<file path="config.mk">
export PLATFORM = sky130hd
export DESIGN_NAME = riscv_load_store_unit
export DESIGN_NICKNAME = d
export VERILOG_FILES = /design/src/rtl/riscv_load_store_unit.sv
export SDC_FILE = /design/constraint.sdc
export NUM_CORES = 1
export LEC_CHECK = 0
export ABC_AREA = 1
export BUFFER_PORTS_ARGS = -buffer_cell sky130_fd_sc_hd__buf_4
export CORE_MARGIN = 4
export CORE_UTILIZATION = 39
export DETAILED_ROUTE_END_ITERATION = 10
export GPL_TIMING_DRIVEN = 0
export PLACE_DENSITY_LB_ADDON = 0.05
export SYNTH_ARGS = -nofsm -noshare
export SYNTH_HDL_FRONTEND = slang
export SYNTH_SLANG_ARGS = --single-unit
</file>
<file path="constraint.sdc">
create_clock -name clk -period 2.97 [get_ports clk]
set_input_delay 0.4455 -clock clk [delete_from_list [all_inputs] [get_ports clk]]
set_output_delay 0.4455 -clock clk [all_outputs]
set_load 0.02 [all_outputs]
</file>
<file path="src/rtl/riscv_load_store_unit.sv">
// riscv_load_store_unit
// Data-memory load/store unit beside the execute stage. Computes the access
// address, checks alignment, forms byte enables and lane-shifted store data,
// and drives a single-outstanding req/gnt/rvalid bus. Load responses are
// aligned and extended using the attributes latched when the access was
// granted, so a new access can be granted in the same cycle as the previous
// response without disturbing it.

module riscv_load_store_unit #(
  parameter int ADDR_WIDTH = 32
) (
  input  logic                  clk,
  input  logic                  rst_n,
  input  logic                  data_req_ex_i,
  input  logic                  data_we_ex_i,
  input  logic [1:0]            data_type_ex_i,
  input  logic                  data_sign_ext_ex_i,
  input  logic [31:0]           data_operand_a_ex_i,
  input  logic [31:0]           data_operand_b_ex_i,
  input  logic [31:0]           data_wdata_ex_i,
  input  logic                  ex_valid_i,
  output logic                  lsu_ready_ex_o,
  output logic                  lsu_ready_wb_o,
  output logic                  data_misaligned_o,
  output logic [31:0]           data_rdata_ex_o,
  output logic                  data_req_o,
  input  logic                  data_gnt_i,
  input  logic                  data_rvalid_i,
  output logic [ADDR_WIDTH-1:0] data_addr_o,
  output logic                  data_we_o,
  output logic [3:0]            data_be_o,
  output logic [31:0]           data_wdata_o,
  input  logic [31:0]           data_rdata_i
);

  typedef enum logic [1:0] {
    IDLE        = 2'd0,
    WAIT_GNT    = 2'd1,
    WAIT_RVALID = 2'd2
  } lsu_state_e;

  lsu_state_e  state_r;
  lsu_state_e  state_nxt_s;
  lsu_state_e  issue_state_s;

  logic        issued_r;
  logic [1:0]  data_type_r;
  logic        sign_ext_r;
  logic [1:0]  off_r;
  logic        we_r;

  logic [31:0] addr_s;
  logic [1:0]  off_s;
  logic        misaligned_s;
  logic [3:0]  be_s;
  logic [31:0] wdata_rot_s;
  logic        state_allows_req_s;
  logic        req_s;
  logic        grant_s;
  logic        ready_ex_s;
  logic        ready_wb_s;
  logic [31:0] rdata_shift_s;
  logic [31:0] rdata_ext_s;
  logic [31:0] rdata_out_s;

  // Effective address: the sum wraps modulo 2^32, the low two bits select the lane
  always_comb begin
    addr_s = data_operand_a_ex_i + data_operand_b_ex_i;
    off_s  = addr_s[1:0];
  end

  // Alignment check; only meaningful when EX actually holds a memory access
  always_comb begin
    misaligned_s = 1'b0;
    if (data_req_ex_i) begin
      case (data_type_ex_i)
        2'b01:   misaligned_s = off_s[0];
        2'b10:   misaligned_s = 1'b0;
        default: misaligned_s = (off_s != 2'b00);
      endcase
    end else begin
      misaligned_s = 1'b0;
    end
  end

  // Byte enables for the addressed lanes
  always_comb begin
    be_s = 4'b1111;
    case (data_type_ex_i)
      2'b01:   be_s = off_s[1] ? 4'b1100 : 4'b0011;
      2'b10:   be_s = 4'b0001 << off_s;
      default: be_s = 4'b1111;
    endcase
  end

  // Store data rotated so the LSB-justified value lands on the addressed lanes
  always_comb begin
    wdata_rot_s = data_wdata_ex_i;
    case (off_s)
      2'b01:   wdata_rot_s = {data_wdata_ex_i[23:0], data_wdata_ex_i[31:24]};
      2'b10:   wdata_rot_s = {data_wdata_ex_i[15:0], data_wdata_ex_i[31:16]};
      2'b11:   wdata_rot_s = {data_wdata_ex_i[7:0],  data_wdata_ex_i[31:8]};
      default: wdata_rot_s = data_wdata_ex_i;
    endcase
  end

  // A new request may go out when idle, while waiting for grant, or in the
  // cycle the outstanding response returns (keeps one transaction in flight)
  always_comb begin
    state_allows_req_s = 1'b0;
    case (state_r)
      IDLE:        state_allows_req_s = 1'b1;
      WAIT_GNT:    state_allows_req_s = 1'b1;
      WAIT_RVALID: state_allows_req_s = data_rvalid_i;
      default:     state_allows_req_s = 1'b0;
    endcase
    req_s         = data_req_ex_i & ~misaligned_s & ~issued_r & state_allows_req_s;
    grant_s       = req_s & data_gnt_i;
    issue_state_s = data_gnt_i ? WAIT_RVALID : WAIT_GNT;
  end

  // Next-state logic for the bus handshake
  always_comb begin
    state_nxt_s = state_r;
    case (state_r)
      IDLE: begin
        if (req_s) begin
          state_nxt_s = issue_state_s;
        end else begin
          state_nxt_s = IDLE;
        end
      end
      WAIT_GNT: begin
        if (req_s) begin
          state_nxt_s = issue_state_s;
        end else begin
          state_nxt_s = IDLE;
        end
      end
      WAIT_RVALID: begin
        if (data_rvalid_i) begin
          if (req_s) begin
            state_nxt_s = issue_state_s;
          end else begin
            state_nxt_s = IDLE;
          end
        end else begin
          state_nxt_s = WAIT_RVALID;
        end
      end
      default: state_nxt_s = IDLE;
    endcase
  end

  // Handshake state register
  always_ff @(posedge clk or negedge rst_n) begin
    if (!rst_n) begin
      state_r <= IDLE;
    end else begin
      state_r <= state_nxt_s;
    end
  end

  // Issued flag: stops the same EX instruction re-requesting while EX is
  // held by some other unit after its access was already granted
  always_ff @(posedge clk or negedge rst_n) begin
    if (!rst_n) begin
      issued_r <= 1'b0;
    end else if (ex_valid_i) begin
      issued_r <= 1'b0;
    end else if (grant_s) begin
      issued_r <= 1'b1;
    end
  end

  // Access attributes captured at grant; they steer the matching response
  always_ff @(posedge clk or negedge rst_n) begin
    if (!rst_n) begin
      data_type_r <= 2'b00;
      sign_ext_r  <= 1'b0;
      off_r       <= 2'b00;
      we_r        <= 1'b0;
    end else if (grant_s) begin
      data_type_r <= data_type_ex_i;
      sign_ext_r  <= data_sign_ext_ex_i;
      off_r       <= off_s;
      we_r        <= data_we_ex_i;
    end
  end

  // EX ready: stall while a request is unanswered by grant, or while a new
  // access waits behind an outstanding response
  always_comb begin
    ready_ex_s = 1'b1;
    if (req_s && !data_gnt_i) begin
      ready_ex_s = 1'b0;
    end else if ((state_r == WAIT_RVALID) && data_req_ex_i && !misaligned_s &&
                 !issued_r && !data_rvalid_i) begin
      ready_ex_s = 1'b0;
    end else begin
      ready_ex_s = 1'b1;
    end
  end

  // WB ready: low only while a response is still outstanding
  always_comb begin
    ready_wb_s = 1'b1;
    if (state_r == WAIT_RVALID) begin
      ready_wb_s = data_rvalid_i;
    end else begin
      ready_wb_s = 1'b1;
    end
  end

  // Load alignment and extension using the latched attributes
  always_comb begin
    rdata_shift_s = data_rdata_i >> {off_r, 3'b000};
    rdata_ext_s   = rdata_shift_s;
    case (data_type_r)
      2'b10: begin
        if (sign_ext_r) begin
          rdata_ext_s = {{24{rdata_shift_s[7]}}, rdata_shift_s[7:0]};
        end else begin
          rdata_ext_s = {24'h000000, rdata_shift_s[7:0]};
        end
      end
      2'b01: begin
        if (sign_ext_r) begin
          rdata_ext_s = {{16{rdata_shift_s[15]}}, rdata_shift_s[15:0]};
        end else begin
          rdata_ext_s = {16'h0000, rdata_shift_s[15:0]};
        end
      end
      default: rdata_ext_s = rdata_shift_s;
    endcase
  end

  // Load result is driven only for a real load response, zero otherwise
  always_comb begin
    rdata_out_s = 32'h0000_0000;
    if ((state_r == WAIT_RVALID) && data_rvalid_i && !we_r) begin
      rdata_out_s = rdata_ext_s;
    end else begin
      rdata_out_s = 32'h0000_0000;
    end
  end

  assign data_req_o        = req_s;
  assign data_addr_o       = {addr_s[ADDR_WIDTH-1:2], 2'b00};
  assign data_we_o         = data_we_ex_i;
  assign data_be_o         = be_s;
  assign data_wdata_o      = wdata_rot_s;
  assign data_misaligned_o = misaligned_s;
  assign lsu_ready_ex_o    = ready_ex_s;
  assign lsu_ready_wb_o    = ready_wb_s;
  assign data_rdata_ex_o   = rdata_out_s;

  riscv_load_store_unit_chk u_chk (
    .clk               (clk),
    .rst_n             (rst_n),
    .data_req_o        (data_req_o),
    .data_gnt_i        (data_gnt_i),
    .data_misaligned_o (data_misaligned_o),
    .lsu_ready_ex_o    (lsu_ready_ex_o)
  );

endmodule

// Protocol checker for the LSU bus side
module riscv_load_store_unit_chk (
  input logic clk,
  input logic rst_n,
  input logic data_req_o,
  input logic data_gnt_i,
  input logic data_misaligned_o,
  input logic lsu_ready_ex_o
);

  // A misaligned access must never reach the bus
  a_no_misaligned_req: assert property (@(posedge clk) disable iff (!rst_n)
    !(data_req_o && data_misaligned_o));

  // An ungranted request must stall EX
  a_stall_until_gnt: assert property (@(posedge clk) disable iff (!rst_n)
    (data_req_o && !data_gnt_i) |-> !lsu_ready_ex_o);

endmodule
</file>
After elaboration in Yosys (flattened, before gate mapping) --
Index checks and enable logic that the tools add are counted.
Word-level totals: register bits 9, output and inout port bits 105, logic and storage cells 59
Operators by class: $add $sub $neg 1, equality and inequality tests 9, shifts and indexed selects 2, mux-type cells 19, bitwise operators 6, reductions and logical operators 16
Operators with widths (number):
- $mux W32 | 3
- $pmux W32 S3 | 1
- $pmux W32 S2 | 1
- $add A32 B32 Y32 | 1
- $shr A32 B5 Y32 | 1
- $eq A2 B2 Y1 const B | 5
- $eq A2 B1 Y1 const B | 4
- $pmux W4 S2 | 1
- $logic_and A1 B1 Y1 | 7
- $mux W1 | 6
- $mux W2 | 3
- $logic_not A1 Y1 | 5
- $and A1 B1 Y1 | 4
- $mux W4 | 1
- $pmux W1 S2 | 2
- $pmux W2 S2 | 1
- $reduce_bool A2 Y1 | 2
- $shl A1 B2 Y4 const A | 1
- $logic_not A2 Y1 | 1
- $not A1 Y1 | 2
- $reduce_or A2 Y1 | 1

Logic depth before layout (Yosys ltp) --
depth after elaboration 11, gate-level depth with buffers 13

Worst setup path after synthesis --
No wires, ideal clock.
path kind input-to-output, from input port data_operand_a_ex_i[0], to output port data_be_o[2], arrival 2192 ps, required time 2525 ps, path slack 332 ps, cell stages on the path 7, path buffers 1, path through ha_1 -> fa_1 -> inv_2 -> nor2_1 -> inv_2 -> buf_2 -> o21ai_0
On the way: word-level cells in the longest chain between the ends 3
Ends and longest elaborated chain:
- start: declaration | line 18 | input logic [31:0] data_operand_a_ex_i,
- $add A32 B32 Y32 * | line 68 | addr_s = data_operand_a_ex_i + data_operand_b_ex_i;
- named net addr_s[1] | line 52 | logic [31:0] addr_s;
- $shl A1 B2 Y4 / $mux W4 (equally long branches) | line 91, 90
- $pmux W4 S2 * | line 89 | case (data_type_ex_i)
- end: declaration | line 31 | output logic [3:0] data_be_o,
The timed path passes the listed nets; every way through them passes the cells marked *.

Final worst setup path --
from input port data_operand_a_ex_i[0], to output port data_addr_o[28]
On the way: word-level cells in the longest chain between the ends 1
Ends and longest elaborated chain:
- $add A32 B32 Y32 | line 68
- end: declaration | line 29 | output logic [ADDR_WIDTH-1:0] data_addr_o,
Every way passes these cells.

==> results.txt <==
mux contribution to synthesized area -> 0%
Reg2Reg Depth -> 7
global route overflow -> 0
H-tree depth -> 1
final period utilization -> 95.9%
skew final -> 0.00123 ns
clk_lat worst skew -> 0.23 ns
largest family of logic cells by synthesized area -> simple AND/OR/NAND/NOR gates
Max Clock Freq -> 351 MHz
Critical path buffers and inverters -> 3
starting density of the core -> 39.9%
Diodes inserted -> 0
Final WS setup -> 0.123 ns
Nets -> 1354
ranking of synthesized cells by area -> nand2_1, inv_1, ha_1
FF+latch count, synth -> 9
XOR/XNOR share of the synthesized area -> 2.91%
critical path arrival -> 2.40 ns
min Tclk post-route -> 2.85 ns
post-synthesis adder-cell area fraction -> 9.50%
Mapped Cells -> 932
internal reg-to-reg setup slack -> 1.80 ns
crit end category -> primary output
most frequent cells after synthesis -> nand2_1, inv_1, nor2_1
critical path launch point -> data_operand_a_ex_i[0]
Final Hold Violating Endpoints -> 0
die height -> 119 µm
post-synthesis compound-gate area fraction -> 14.8%
# clock sinks -> 9
GRT Total Usage -> 22.5%
area of the core -> 12100 µm²
WL per Instance -> 12.5 µm
DR vias -> 6380
post-route setup TNS -> 0 ns
pre-CTS setup slack -> -0.0118 ns
maximum VDD drop -> 0.217 mV
hold_buf cts -> 0
drt first pass iters -> 5
largest net degree at the start of global routing -> 11
row cnt -> 40
DRC viols -> 0
Tightest Pin Transition -> 0.537 ns
Hold Crit Class -> in2async
Simple-Gate Fraction of Synth Area -> 47.6%
Critical Path RT -> 2.52 ns
predominant post-synthesis flop cell -> dfrtp_1
Pwr per Cell Area -> 411 nW/µm²
DRT iter0 DRCs -> 457
EDFF count, synth -> 0
Max FO, Critical Path -> 4
CTS tree -> built
placed instance area -> 6830 µm²
post-DP HPWL -> 14300 µm
final core occ -> 57.5%
first-pass GRT wire length -> 27400 µm
Die Area -> 14200 µm²
Slowest cell on crit path -> fa_2
CP Launch Type -> input port
ys async rst share -> 100%
I/O pin total -> 243
max_cap viols -> 0
TritonCTS Buffers -> 3
Clk pin slew, worst setup/hold paths -> 0.04 ns
r2r endpoint -> sign_ext_r$_DFFE_PN0P_
Slew Viols, Final -> 0
CP top delay family -> simple AND/OR/NAND/NOR gates
fraction of the yosys area taken by sequential cells -> 4.67%
layout cell share with drive strength beyond 1 -> 28.6%
synth unique cells -> 44
launch point of the worst reg-to-reg path -> issued_r$_DFFE_PN0P_
outcome -> complete, no violations
final cell count without fillers -> 1347
leakage -> 4.19 nW
Most Frequent Cell on Critical Path -> nand2_1
port bufs -> 240
top cell type's share of synthesized area -> 31.6%
crit path to -> data_addr_o[28]
RSZ-0062 raised after global routing -> false
routed vias/inst -> 4.74
die extent in x -> 119 µm
YS warnings -> 0
Layout Area Growth over Synthesis -> 44.0%
final instance area -> 6940 µm²
average size of a mapped cell -> 5.17 µm²
WL final -> 16800 µm
Detail Route Antenna Nets -> 0
# fillers -> 1273
critical path, cell by cell -> buf_4 -> ha_1 -> fa_2 -> nand3_1 -> nand3_1 -> nand2_1 -> nand2_1 -> nand2_1 -> nand2_1 -> nand2_1 -> nand2_1 -> nand2_1 -> nand2_1 -> buf_4 -> buf_4
CP max stage delay -> 0.39 ns
dpl cells -> 1341
number of cells on the critical path -> 15
root buffer cell -> clkbuf_16
CP Class -> in2out
RePlAce Congestion -> 0.896
antenna violations before repair -> 0
Post-Syn Area -> 4820 µm²
max_slew headroom -> 64.2%
most frequent cell after synthesis -> nand2_1
post-synth top area cell -> nand2_1
Finish-stage setup viols -> 0
clock tree buffer depth -> 2
vias in the first global route -> 5938
==> how the worst min path moves through the flow <==
| stage | to | cells past startpoint |
|---|---|---|
| after floorplan | data_type_r[0]$_DFFE_PN0P_ | 0 |
| after global placement | state_r[0]$_DFF_PN0_ | 1 |
| after detailed placement | state_r[0]$_DFF_PN0_ | 1 |
| after CTS | state_r[0]$_DFF_PN0_ | 1 |
| after global routing | issued_r$_DFFE_PN0P_ | 1 |
| final | state_r[0]$_DFF_PN0_ | 1 |
==> where the power goes <==
group          switching [mW]  internal (mW)  total (mW)
clock network          0.0587          0.179       0.238
registers              0.0209          0.155       0.175
logic                    1.46          0.981        2.44
==> metal layers <==
layer | global-route usage, % | wire [µm] | vias up
met5 | 0 | 0 | -
met1 | 29.0 | 7440 | 2705
li1 | - | - | 3376
met4 | 5.50 | 314 | 0
met2 | 37.8 | 7440 | 274
met3 | 5.13 | 1610 | 25
==> flip-flops by register name (all words and copies together), names as in the netlist <==
register,cells
we_r,1
sign_ext_r,1
state_r,2
issued_r,1
data_type_r,2
off_r,2
==> metrics by stage <==
| step | total power, mW | hold WS [ns] |
|---|---|---|
| 3_5_place_dp | 2.60 | 0.276 |
| 5_1_grt | 3.13 | 0.0338 |
| 6_report | 2.85 | 0.0251 |
| 4_1_cts | 2.86 | 0.0284 |
| 2_1_floorplan | 1.79 | 0.150 |
| 3_3_place_gp | 2.61 | 0.276 |
==> final cells by class <==
type                       instances  area, µm²  share of cell area, %
buffer                            60        412                   5.93
inverter                         153        579                   8.35
sequential                         9        225                   3.24
clock buffer                       4       78.8                   1.14
multi-input combinational        711       3620                   52.1
tap                              168        210                   3.03
timing repair buffer             242       1820                   26.2
==> cells in the final DEF, fill, tap and decap left out, types with 3 or more instances in the layout <==
| master | Yosys | routed |
|---|---|---|
| nand2_1 | 405 | 404 |
| buf_4 | 37 | 280 |
| inv_1 | 146 | 146 |
| nor2_1 | 57 | 56 |
| nand3_1 | 44 | 44 |
| a21oi_1 | 42 | 42 |
| ha_1 | 35 | 35 |
| o21ai_0 | 25 | 25 |
| o2111ai_1 | 22 | 22 |
| xor2_1 | 14 | 14 |
| clkbuf_1 | 11 | 10 |
| nor2_4 | 10 | 10 |
| dfrtp_1 | 9 | 9 |
| buf_2 | 9 | 8 |
| nand4_1 | 7 | 7 |
| a31oi_1 | 7 | 7 |
| inv_2 | 5 | 5 |
| nor3_1 | 5 | 5 |
| o21ai_1 | 4 | 4 |
| nand2_2 | 3 | 4 |
| o21ai_2 | 3 | 3 |
| nor2_2 | 2 | 3 |
| clkbuf_16 | 0 | 3 |
==> logic make-up after synthesis <==
logic type	after synthesis
flops	9
simple gates	544
xor+xnor	16
fa+ha+maj	36
compound gates	113
other cells	1
buf+inv	213
==> what timing repair did <==
item / CTS / global route
gates resized for setup: 3 / 3
pin swaps: 0 / 0
cloned: 0 / 0
setup buffers: 0 / 2
endpoints found under the setup margin: 3 / 20
Power figures use the tool's default switching activity.
